### src/rtl/ef_adc1008_pkg.sv
// Shared types and constants for the ADC1008 SAR controller.
package ef_adc1008_pkg;

   localparam int unsigned RES_W = 10;
   localparam int unsigned CH_W  = 3;
   localparam int unsigned N_CH  = 8;

   typedef enum logic [1:0] {
      IDLE,
      SAMPLE,
      CONV,
      DONE
   } state_e;

endpackage

### src/rtl/ef_adc1008_ch_sel.sv
// Next set bit of a channel mask above (or at, with i_incl) an index.
// With no such bit, o_wrap is set and o_idx is the lowest set bit.
module ef_adc1008_ch_sel
   import ef_adc1008_pkg::*;
(
   input  logic [N_CH-1:0] i_mask,
   input  logic [CH_W-1:0] i_idx,
   input  logic            i_incl,
   output logic [CH_W-1:0] o_idx,
   output logic            o_wrap,
   output logic            o_any
);

   logic [CH_W-1:0] w_low;

   // Descending scan so the lowest qualifying bit is written last.
   always_comb begin
      o_idx  = '0;
      o_wrap = 1'b1;
      w_low  = '0;
      for (int i = N_CH - 1; i >= 0; i--) begin
         if (i_mask[i]) begin
            w_low = CH_W'(i);
            if ((CH_W'(i) > i_idx) || (i_incl && (CH_W'(i) == i_idx))) begin
               o_idx  = CH_W'(i);
               o_wrap = 1'b0;
            end
         end
      end
      if (o_wrap) begin
         o_idx = w_low;
      end
   end

   assign o_any = |i_mask;

endmodule

### src/rtl/ef_adc1008_sar_ctrl.sv
// Successive-approximation controller for the 8-channel, 10-bit SAR ADC macro,
// with mask-driven channel scanning and a valid/ready result port.
module ef_adc1008_sar_ctrl
   import ef_adc1008_pkg::*;
#(
   parameter int unsigned SETTLE = 4
) (
   input  logic             i_clk,
   input  logic             i_rst,
   input  logic             i_en,
   input  logic             i_start,
   input  logic             i_cont,
   input  logic [N_CH-1:0]  i_ch_mask,
   input  logic [7:0]       i_sample_cycles,
   output logic [RES_W-1:0] o_res_data,
   output logic [CH_W-1:0]  o_res_ch,
   output logic             o_res_valid,
   input  logic             i_res_ready,
   output logic             o_busy,
   output logic             o_adc_en,
   output logic             o_adc_rst,
   output logic [CH_W-1:0]  o_adc_b,
   output logic             o_adc_hold,
   output logic [RES_W-1:0] o_adc_data,
   input  logic             i_adc_cmp
);

   localparam logic [7:0]       SETTLE_M1 = 8'(SETTLE - 1);
   localparam logic [3:0]       BIT_MSB   = 4'(RES_W - 1);
   localparam logic [RES_W-1:0] ONE       = RES_W'(1);

   state_e           r_state, w_state_nxt;
   logic [7:0]       r_cnt, w_cnt_nxt;
   logic [3:0]       r_bit, w_bit_nxt;
   logic [RES_W-1:0] r_result, w_result_nxt;
   logic [N_CH-1:0]  r_pass_mask, w_pass_mask_nxt;
   logic             r_cont, w_cont_nxt;
   logic [CH_W-1:0]  r_ch, w_ch_nxt;
   logic [1:0]       r_sync;
   logic             r_adc_en;

   logic [7:0]       w_smp_len;
   logic [RES_W-1:0] w_trial;
   logic [CH_W-1:0]  w_first_idx, w_next_idx;
   logic             w_first_wrap, w_first_any;
   logic             w_next_wrap, w_next_any;

   ef_adc1008_ch_sel u_first_sel (
      .i_mask (i_ch_mask),
      .i_idx  ('0),
      .i_incl (1'b1),
      .o_idx  (w_first_idx),
      .o_wrap (w_first_wrap),
      .o_any  (w_first_any)
   );

   ef_adc1008_ch_sel u_next_sel (
      .i_mask (r_pass_mask),
      .i_idx  (r_ch),
      .i_incl (1'b0),
      .o_idx  (w_next_idx),
      .o_wrap (w_next_wrap),
      .o_any  (w_next_any)
   );

   // Counter holds remaining cycles minus one; a zero length still takes one cycle.
   assign w_smp_len = (i_sample_cycles == 8'd0) ? 8'd0 : i_sample_cycles - 8'd1;
   assign w_trial   = r_result | (ONE << r_bit);

   always_ff @(posedge i_clk) begin
      if (i_rst) begin
         r_state     <= IDLE;
         r_cnt       <= '0;
         r_bit       <= '0;
         r_result    <= '0;
         r_pass_mask <= '0;
         r_cont      <= 1'b0;
         r_ch        <= '0;
         r_sync      <= '0;
         r_adc_en    <= 1'b0;
      end else begin
         r_state     <= w_state_nxt;
         r_cnt       <= w_cnt_nxt;
         r_bit       <= w_bit_nxt;
         r_result    <= w_result_nxt;
         r_pass_mask <= w_pass_mask_nxt;
         r_cont      <= w_cont_nxt;
         r_ch        <= w_ch_nxt;
         r_sync      <= {r_sync[0], i_adc_cmp};
         r_adc_en    <= i_en;
      end
   end

   always_comb begin
      w_state_nxt     = r_state;
      w_cnt_nxt       = r_cnt;
      w_bit_nxt       = r_bit;
      w_result_nxt    = r_result;
      w_pass_mask_nxt = r_pass_mask;
      w_cont_nxt      = r_cont;
      w_ch_nxt        = r_ch;
      unique case (r_state)
         IDLE: begin
            if (i_start && w_first_any) begin
               w_pass_mask_nxt = i_ch_mask;
               w_cont_nxt      = i_cont;
               w_ch_nxt        = w_first_idx;
               w_cnt_nxt       = w_smp_len;
               w_state_nxt     = SAMPLE;
            end
         end
         SAMPLE: begin
            if (r_cnt == 8'd0) begin
               w_cnt_nxt    = SETTLE_M1;
               w_bit_nxt    = BIT_MSB;
               w_result_nxt = '0;
               w_state_nxt  = CONV;
            end else begin
               w_cnt_nxt = r_cnt - 8'd1;
            end
         end
         CONV: begin
            if (r_cnt == 8'd0) begin
               w_result_nxt[r_bit] = r_sync[1];
               if (r_bit == 4'd0) begin
                  w_state_nxt = DONE;
               end else begin
                  w_bit_nxt = r_bit - 4'd1;
                  w_cnt_nxt = SETTLE_M1;
               end
            end else begin
               w_cnt_nxt = r_cnt - 8'd1;
            end
         end
         DONE: begin
            if (i_res_ready) begin
               if (w_next_any && !w_next_wrap) begin
                  w_ch_nxt    = w_next_idx;
                  w_cnt_nxt   = w_smp_len;
                  w_state_nxt = SAMPLE;
               end else if (r_cont && w_first_any) begin
                  w_pass_mask_nxt = i_ch_mask;
                  w_cont_nxt      = i_cont;
                  w_ch_nxt        = w_first_idx;
                  w_cnt_nxt       = w_smp_len;
                  w_state_nxt     = SAMPLE;
               end else begin
                  w_state_nxt = IDLE;
               end
            end
         end
      endcase
      if (!i_en) begin
         w_state_nxt = IDLE;
      end
   end

   always_comb begin
      o_res_data  = r_result;
      o_res_ch    = r_ch;
      o_res_valid = (r_state == DONE);
      o_busy      = (r_state != IDLE);
      o_adc_en    = r_adc_en;
      o_adc_rst   = (r_state == IDLE);
      o_adc_b     = r_ch;
      o_adc_hold  = (r_state == CONV) || (r_state == DONE);
      o_adc_data  = '0;
      unique case (r_state)
         IDLE:   o_adc_data = '0;
         SAMPLE: o_adc_data = '0;
         CONV:   o_adc_data = w_trial;
         DONE:   o_adc_data = r_result;
      endcase
   end

endmodule

### config.mk
export PLATFORM = sky130hd
export DESIGN_NAME = ef_adc1008_sar_ctrl
export DESIGN_NICKNAME = d
export VERILOG_FILES = /design/src/rtl/ef_adc1008_pkg.sv /design/src/rtl/ef_adc1008_ch_sel.sv /design/src/rtl/ef_adc1008_sar_ctrl.sv
export SDC_FILE = /design/constraint.sdc
export NUM_CORES = 1
export LEC_CHECK = 0
export CORE_MARGIN = 2
export CORE_UTILIZATION = 25
export CTS_CLUSTER_DIAMETER = 100
export DETAILED_ROUTE_END_ITERATION = 8
export DONT_BUFFER_PORTS = 1
export GPL_ROUTABILITY_DRIVEN = 0
export GPL_TIMING_DRIVEN = 0
export MAX_ROUTING_LAYER = met4
export SYNTH_ARGS = -nofsm -noshare
export SYNTH_HDL_FRONTEND = slang
export SYNTH_SLANG_ARGS = --single-unit
### constraint.sdc
create_clock -name i_clk -period 2.27 [get_ports i_clk]
set_input_delay 0.3405 -clock i_clk [delete_from_list [all_inputs] [get_ports i_clk]]
set_output_delay 0.3405 -clock i_clk [all_outputs]
set_load 0.1 [all_outputs]
==> results of run 1 <==
cell families (layout without fill, tap and decap cells):
kind of cell    after synthesis  in the layout  share of synthesized area (%)
xor+xnor                      4              4                           1.39
flops                        38             38                           30.1
buf+inv                      38             68                           7.03
simple gates                130            130                           25.8
fa+ha+maj                    11             11                           5.45
compound gates              105            106                           24.7
mux                          14             14                           5.55
worst max-delay path by stage:
| stage | cells after the start | to |
|---|---|---|
| after global placement | 7 | o_adc_data[0] |
| final | 8 | r_cnt[6] |
| after floorplan | 9 | r_cont |
| after CTS | 8 | r_cnt[6] |
| after global routing | 8 | r_cnt[0] |
| after detailed placement | 7 | o_adc_data[0] |
placed cells by master (no fill, tap or decap), drive strengths merged, types with 2 or more instances in the layout:
master,n
a211o,2
a211oi,3
a21o,2
a21oi,44
a22oi,3
a31oi,3
and2,4
and3b,3
buf,33
clkbuf,14
clkinvlp,3
dfxtp,38
ha,11
inv,17
mux2i,14
nand2,24
nand2b,4
nand3,7
nand3b,3
nand4,4
nor2,53
nor2b,5
nor3,8
nor4,2
o211ai,2
o21ai,29
o22ai,5
o31ai,2
o32ai,2
or2,2
or3,3
or4,2
or4b,2
xnor2,2
xor2,2
sequential cells by signal (all words and copies together) (netlist names):
| name | count |
|---|---|
| o_res_data | 10 |
| r_sync | 2 |
| r_pass_mask | 7 |
| r_state | 2 |
| r_bit | 4 |
| r_cnt | 8 |
| r_cont | 1 |
| o_adc_en | 1 |
| o_adc_b | 3 |
final cells by class:
class	instances	area, µm²	area share (%)
Buffer	18	136	4.17
Clock buffer	6	82.6	2.52
Clock inverter	2	12.5	0.383
Inverter	19	83.8	2.56
Multi-Input combinational cell	265	1810	55.5
Sequential cell	38	787	24.1
Tap cell	133	166	5.09
Timing Repair Buffer	23	188	5.74
power by group:
group          switching, mW  internal [mW]
logic                  0.323          0.213
clock network          0.259          0.244
registers             0.0686          0.702
total                  0.651           1.16
routing by layer:
metal / vias to the layer above / share of wire (%)
met5: - / 0
met4: 0 / 2.4
met3: 14 / 5.3
met2: 74 / 49
met1: 1237 / 44
li1: 1270 / -
metrics by stage:
stage	instances	setup TNS (ps)	power (mW)	hold slack [ps]
after floorplan	340	-2140	1.17	414
after global placement	473	-7340	1.25	421
after detailed placement	473	-7880	1.26	426
final	504	-6610	1.81	171
after CTS	496	-7430	1.79	166
after global routing	504	-8410	1.90	162
what timing repair did:
| action | 4_1_cts | 5_1_grt |
|---|---|---|
| setup endpoints to repair | 37 | 44 |
| pin swaps | 19 | 18 |
| gates cloned | 2 | 0 |
| buffers inserted | 14 | 9 |
| gates resized for setup | 30 | 19 |
worst max-delay path: stages (launching register included):
cell and delay (ps):
dfxtp_4 350, inv_4 60, ha_4 360, clkinvlp_4 550, or3_4 540, o211ai_1 210, a21o_2 230, o21ai_1 70
a21oi_1 120
==> impl_metrics.tcl, run 1 <==
set metrics [dict create \
    status "complete, but fails checks" \
    violations "setup timing" \
    grt_pass1_wl_mm 12.1 \
    synth_commonest_cells "nor2_1 (52), a21oi_1 (43), dfxtp_1 (38), nand2_1 (24), o21ai_0 (22)" \
    first_pass_iters 6 \
    whs_path_depth 1 \
    r2r_slack_ps -310 \
    placed_area_mm2 0.00284 \
    die_area_mm2 0.0109 \
    finalSetupViolCount 32 \
    cp-end-kind "register" \
    min_period_ps 2580 \
    critPathMaxFanout 5 \
    fin_area_mm2 0.00327 \
    fmax_mhz 387 \
    layout-drive-gt1-share_pct 27.0 \
    core_mm2 0.00977 \
    required_ps 2490 \
    fin_skew_ps 10.6 \
    yosysTopAreaCell "dfxtp_1" \
    cts_tree "built" \
    ant_nets 0 \
    ys_top_cells_by_area "dfxtp_1 (30%), a21oi_1 (8.5%), nor2_1 (7.7%), mux2i_1 (5.5%), ha_1 (5.4%)" \
    synth_warnings 0 \
    synth-edff-count 0 \
    busiest_layer "met2" \
    first_global_vias 2379 \
    io_pins 54 \
    yosys.area.top_type_share_pct 30.1 \
    synth-seq-cells 38 \
    die-width_um 105 \
    max_slew_margin_pct 31.5 \
    r2r-end "r_cnt[6]" \
    drv_cap 0 \
    min_from "i_adc_cmp" \
    hold_buffers 0 \
    areaGrowthSynthToFinish_pct 29.5 \
    syn_nets 374 \
    via_count 2595 \
    critPathArrivalTime_ps 2800 \
    startpoint_type "register" \
    peakVddDrop_mv 0.224 \
    ys_seq_area_share_pct 30.1 \
    avgRoutedWirePerCell_um 15.0 \
    synth.distinct_cells 59 \
    overflow 0 \
    antenna_found_initial 0 \
    drc 0 \
    clkSinkCount 38 \
    worst_slack_ps -315 \
    min_path_type "in2reg" \
    fill_cells 1018 \
    synthCells 340 \
    rr_worst_depth 8 \
    finalHoldViolCount 0 \
    fin_crit_sh_pct 114 \
    grt_usage_pct 13.9 \
    pre_cts_ws_ps -384 \
    rows 36 \
    grt_max_degree 13 \
    cts-htree-levels 2 \
    slew_violations 0 \
    yosysMostFrequentCell "nor2_1" \
    numPortBuffers 0 \
    worstSetupPathType "reg2reg" \
    ys.flop_type "dfxtp_1" \
    grtUsageMet2_pct 22.7 \
    clockRootBuffer "clkbuf_8" \
    final_util_pct 33.5 \
    clock_latency_ps 300 \
    p_leak_nw 1.19 \
    synthArstFlopShare_pct 0 \
    nets 404 \
    hold_path_end "r_sync[0]" \
    netlist_area_mm2 0.00253 \
    dp_hpwl_mm 5.26 \
    start_util_pct 25.8 \
    p_per_area_mw_per_mm2 553 \
    die_y_um 105 \
    grt_use_met1_pct 16.8 \
    via_per_inst 5.15 \
    wirelength_mm 7.56 \
    num_antenna_cells 0 \
    clkTransAtPathRegs_ps 80 \
    use_met3_pct 2.69 \
    timing.rr.start "r_state[1]" \
    cp-startpoint "r_state[1]" \
    grt_setup_unrepaired "true" \
    numCtsBuffers 5 \
    syn_area_per_cell_um2 7.43 \
    initialDrtViolationCount 119 \
    cts_buffer_depth 2 \
    worstMarginPinSlew_ps 1030 \
]
Power figures use the tool's default switching activity.
==> run 2: changes to the inputs <==
--- a/config.mk
+++ b/config.mk
@@ -5,8 +5,10 @@
 export SDC_FILE = /design/constraint.sdc
 export NUM_CORES = 1
 export LEC_CHECK = 0
-export CORE_MARGIN = 2
+export CAP_MARGIN = 20
+export CORE_MARGIN = 3
 export CORE_UTILIZATION = 25
+export CTS_BUF_LIST = sky130_fd_sc_hd__clkbuf_4 sky130_fd_sc_hd__clkbuf_8
 export CTS_CLUSTER_DIAMETER = 100
 export DETAILED_ROUTE_END_ITERATION = 8
 export DONT_BUFFER_PORTS = 1
==> impl_metrics.tcl, run 2 (synthesized netlist as in run 1, its figures left out) <==
set metrics [dict create \
    ant_nets 0 \
    min_path_type "in2reg" \
    via_per_inst 5.13 \
    clock_latency_ps 300 \
    layout-drive-gt1-share_pct 24.5 \
    finalHoldViolCount 0 \
    clkTransAtPathRegs_ps 70 \
    placed_area_mm2 0.00284 \
    initialDrtViolationCount 160 \
    grt_usage_pct 13.3 \
    numPortBuffers 0 \
    worst_slack_ps -360 \
    areaGrowthSynthToFinish_pct 27.6 \
    fin_skew_ps 15.7 \
    via_count 2548 \
    p_leak_nw 1.16 \
    wirelength_mm 7.51 \
    overflow 0 \
    antenna_found_initial 0 \
    die_area_mm2 0.0113 \
    critPathArrivalTime_ps 2790 \
    cts_buffer_depth 2 \
    max_slew_margin_pct 31.3 \
    startpoint_type "register" \
    min_period_ps 2630 \
    largest_register_ffs 10 \
    grt_pass1_wl_mm 12.0 \
    hold_buffers 0 \
    grt_setup_unrepaired "true" \
    first_pass_iters 4 \
    clockRootBuffer "clkbuf_8" \
    rows 36 \
    cts_tree "built" \
    violations "setup timing" \
    worstSetupPathType "reg2reg" \
    dp_hpwl_mm 5.30 \
    fin_area_mm2 0.00322 \
    drv_cap 0 \
    die-width_um 107 \
    peakVddDrop_mv 0.189 \
    worstMarginPinSlew_ps 1030 \
    fill_cells 1082 \
    avgRoutedWirePerCell_um 15.1 \
    nets 398 \
    clkSinkCount 38 \
    drc 0 \
    r2r_slack_ps -360 \
    required_ps 2430 \
    finalSetupViolCount 31 \
    fin_crit_sh_pct 116 \
    numCtsBuffers 5 \
    first_global_vias 2419 \
    num_antenna_cells 0 \
    die_y_um 107 \
    cp-end-kind "register" \
    final_cell_mix "a21oi_1 (41), nor2_1 (40), dfxtp_1 (29)" \
    critPathMaxFanout 5 \
    cts-htree-levels 2 \
    core_mm2 0.00982 \
    start_util_pct 25.7 \
    p_per_area_mw_per_mm2 589 \
    pre_cts_ws_ps -392 \
    grt_max_degree 12 \
    io_pins 54 \
    layout_commonest_cell "a21oi_1" \
    status "complete, but fails checks" \
    fmax_mhz 380 \
    slew_violations 0 \
]
run 2: cell count changes in the layout (fill, tap and decap cells not counted), moves of 2 or more:
cell | previous run | this run
inv_2 | 0 | 2
inv_1 | 15 | 13
dfxtp_1 | 27 | 29
nor3_2 | 2 | 0
buf_4 | 24 | 20
buf_6 | 6 | 3
run 2: power breakdown:
part,switching (mW),internal [mW]
clock,0.244,0.352
combinational,0.321,0.210
sequential,0.0705,0.702
run 2: area by class of cell:
class                   count  area [µm²]  area share [%]
plain buffers              18         124            3.84
clock buffers               6        82.6            2.56
repair buffers             17         141            4.39
clock inverters             1        30.0           0.932
flip-flops and latches     38         782            24.3
inverters                  19        83.8            2.60
well taps                 133         166            5.16
multi-input cells         265        1810            56.3
run 2: routing by layer:
| metal | global-route usage [%] | vias to the layer above | part of all wire, % |
|---|---|---|---|
| li1 | - | 1256 | - |
| met1 | 16.4 | 1198 | 44 |
| met2 | 21.9 | 82 | 48 |
| met3 | 2.13 | 12 | 5.5 |
| met4 | 5.21 | 0 | 2.4 |
| met5 | - | - | 0 |
run 2: repair_timing:
| item | in CTS | in global routing |
|---|---|---|
| cloned | 2 | 0 |
| pin swaps | 10 | 8 |
| endpoints found under the setup margin | 32 | 45 |
| gates resized for setup | 26 | 15 |
| buffers inserted | 10 | 6 |
run 2: critical path: stages (launching register included):
cell and delay, ps:
dfxtp_4 370, inv_4 70, ha_4 360, clkinvlp_4 550, or3_4 540, o211ai_1 200
a21o_2 220, buf_4 130, a211oi_2 50
run 2: path summary, 6_finish.rpt:
kind	startpoint	end	depth (start not counted)
hold reg to reg	r_sync[0]	r_sync[1]	1
setup reg to reg	r_state[1]	r_cnt[1]	8
hold / removal	i_adc_cmp	r_sync[0]	1
setup / recovery	r_state[1]	r_cnt[1]	8
run 2: per-stage QoR:
stage               instances  setup TNS [ps]  util (%)  hold slack, ps  total power [mW]
finish                    497           -7510      32.8             181              1.90
CTS                       491           -6820      31.9             177              1.88
global route              497          -10180      32.8             176              2.00
floorplan                 340           -2140         -             414              1.17
detailed placement        473           -7800      29.0             428              1.26
global placement          473           -7360      29.0             430              1.25
==> run 3: changes to the inputs <==
--- a/config.mk
+++ b/config.mk
@@ -8,7 +8,7 @@
 export CAP_MARGIN = 20
 export CORE_MARGIN = 3
 export CORE_UTILIZATION = 25
-export CTS_BUF_LIST = sky130_fd_sc_hd__clkbuf_4 sky130_fd_sc_hd__clkbuf_8
+export CTS_BUF_LIST = sky130_fd_sc_hd__clkbuf_2
 export CTS_CLUSTER_DIAMETER = 100
 export DETAILED_ROUTE_END_ITERATION = 8
 export DONT_BUFFER_PORTS = 1
==> impl_metrics.tcl, run 3 (synthesized netlist as in run 1, its figures left out) <==
set metrics [dict create \
    status "complete, but fails checks" \
    violations "setup timing" \
    cts_buffer_depth 2 \
    die_y_um 107 \
    cp-end-kind "register" \
    ant_nets 0 \
    worst_slack_ps -389 \
    clock_latency_ps 400 \
    initialDrtViolationCount 182 \
    grt_max_degree 12 \
    met1Wirelength_mm 3.36 \
    cts-htree-levels 2 \
    layout-drive-gt1-share_pct 30.6 \
    worstMarginPinSlew_ps 964 \
    drc 0 \
    grt_setup_unrepaired "true" \
    critPathMaxFanout 5 \
    critical-path-top-delay-family "buffers and inverters" \
    numCtsBuffers 5 \
    critPathSlowestCell "clkinvlp_4" \
    met3_length_um 407 \
    final_util_pct 33.6 \
    timing.rr.start "r_state[0]" \
    numPortBuffers 0 \
    fmax_mhz 376 \
    clkSinkCount 38 \
    min_from "i_adc_cmp" \
    p_per_area_mw_per_mm2 525 \
    fin_crit_sh_pct 117 \
    nets 407 \
    rr_worst_depth 8 \
    cts_tree "built" \
    wirelength_mm 7.71 \
    grt_usage_pct 13.5 \
    io_pins 54 \
    overflow 0 \
    fin_skew_ps 39.7 \
    grt_pass1_wl_mm 12.2 \
    peakVddDrop_mv 0.165 \
    p_leak_nw 1.21 \
    areaGrowthSynthToFinish_pct 30.6 \
    dp_hpwl_mm 5.30 \
    largest_register_ffs 10 \
    avgRoutedWirePerCell_um 15.2 \
    clockRootBuffer "clkbuf_2" \
    cp-startpoint "r_state[0]" \
    dp_cells 473 \
    hold_path_end "r_sync[0]" \
    max_slew_margin_pct 35.6 \
    fin_cells 507 \
    wl_met2_mm 3.74 \
    finalSetupViolCount 32 \
    startpoint_type "register" \
    path_cells "inv_4, ha_4, clkinvlp_4, or3_4, o211ai_1, a21o_2, buf_4, a211oi_2" \
    via_count 2594 \
    whs_path_depth 1 \
    cp.buffers_inverters 3 \
    start_util_pct 25.7 \
    core_mm2 0.00982 \
    die-width_um 107 \
    first_global_vias 2442 \
    drv_cap 0 \
    via_per_inst 5.12 \
    min_period_ps 2660 \
    critPathMaxStageDelay_ps 550 \
    required_ps 2540 \
    r2r_slack_ps -390 \
    finalPower_mw 1.73 \
    final_cell_mix "nor2_1 (39), a21oi_1 (38), buf_4 (24)" \
    hold_buffers 0 \
    min_path_type "in2reg" \
    slew_violations 0 \
    r2r-end "r_cnt[1]" \
    clkTransAtPathRegs_ps 190 \
    finalHoldViolCount 0 \
    critPathArrivalTime_ps 2930 \
    worstSetupPathType "reg2reg" \
    layout_commonest_cell "nor2_1" \
    top_layer "met4" \
    die_area_mm2 0.0113 \
    rows 36 \
    first_pass_iters 4 \
    antenna_found_initial 0 \
]
[run 3: cell types whose count changed in the layout (fill, tap and decap cells not counted), sizes merged]
cell | before | now
buf | 27 | 36
clkbuf | 14 | 13
clkinv | 0 | 1
diode | 0 | 1
[run 3: through the flow]
stage	hold WS, ps	setup WS, ps	TNS (ps)	cell area, µm²
floorplan	414	-136	-2140	2680
global route	22.8	-442	-11530	3300
finish	79.9	-389	-8510	3300
detailed placement	428	-392	-7800	2840
global placement	430	-396	-7360	2840
CTS	50.0	-315	-7710	3130
[run 3: where the power goes]
| part | internal (mW) | total, mW | switching (mW) |
|---|---|---|---|
| Clock | 0.177 | 0.406 | 0.229 |
| Combinational | 0.224 | 0.551 | 0.328 |
| Sequential | 0.704 | 0.774 | 0.0705 |
| Total | 1.10 | 1.73 | 0.627 |
[run 3: worst reg2reg max path, cell delays in order (launching register included)]
cell        delay [ps]
dfxtp_2            380
inv_4               70
ha_4               370
clkinvlp_4         550
or3_4              550
o211ai_1           220
a21o_2             240
buf_4              140
a211oi_2            50
[run 3: routing by layer]
| layer | vias up | global-route usage, % |
|---|---|---|
| li1 | 1271 | - |
| met1 | 1227 | 16.7 |
| met2 | 84 | 22.3 |
| met3 | 12 | 2.19 |
| met4 | 0 | 4.84 |
| met5 | - | - |
[run 3: repair_timing]
item                                    CTS  global route
pin swaps                                13            22
resized for setup                        34            30
gates cloned                              2             0
endpoints found under the setup margin   35            45
buffers inserted                         15            10
[run 3: worst max path at each step]
stage / to / slack (ps) / depth (start not counted)
5_1_grt: r_cnt[4] / -440 / 8
3_5_place_dp: o_adc_data[0] / -390 / 7
2_1_floorplan: r_cont / -140 / 9
3_3_place_gp: o_adc_data[0] / -400 / 7
6_report: r_cnt[1] / -390 / 8
4_1_cts: r_cnt[7] / -310 / 8
[run 3: cell type report]
type                       instances  area [µm²]
inverter                          19        83.8
buffer                            18         140
tap                              133         166
fill                            1074        6520
clock buffer                       5        25.0
antenna                            1        2.50
sequential                        38         796
clock inverter                     2        33.8
timing repair buffer              26         214
multi-input combinational        265        1840
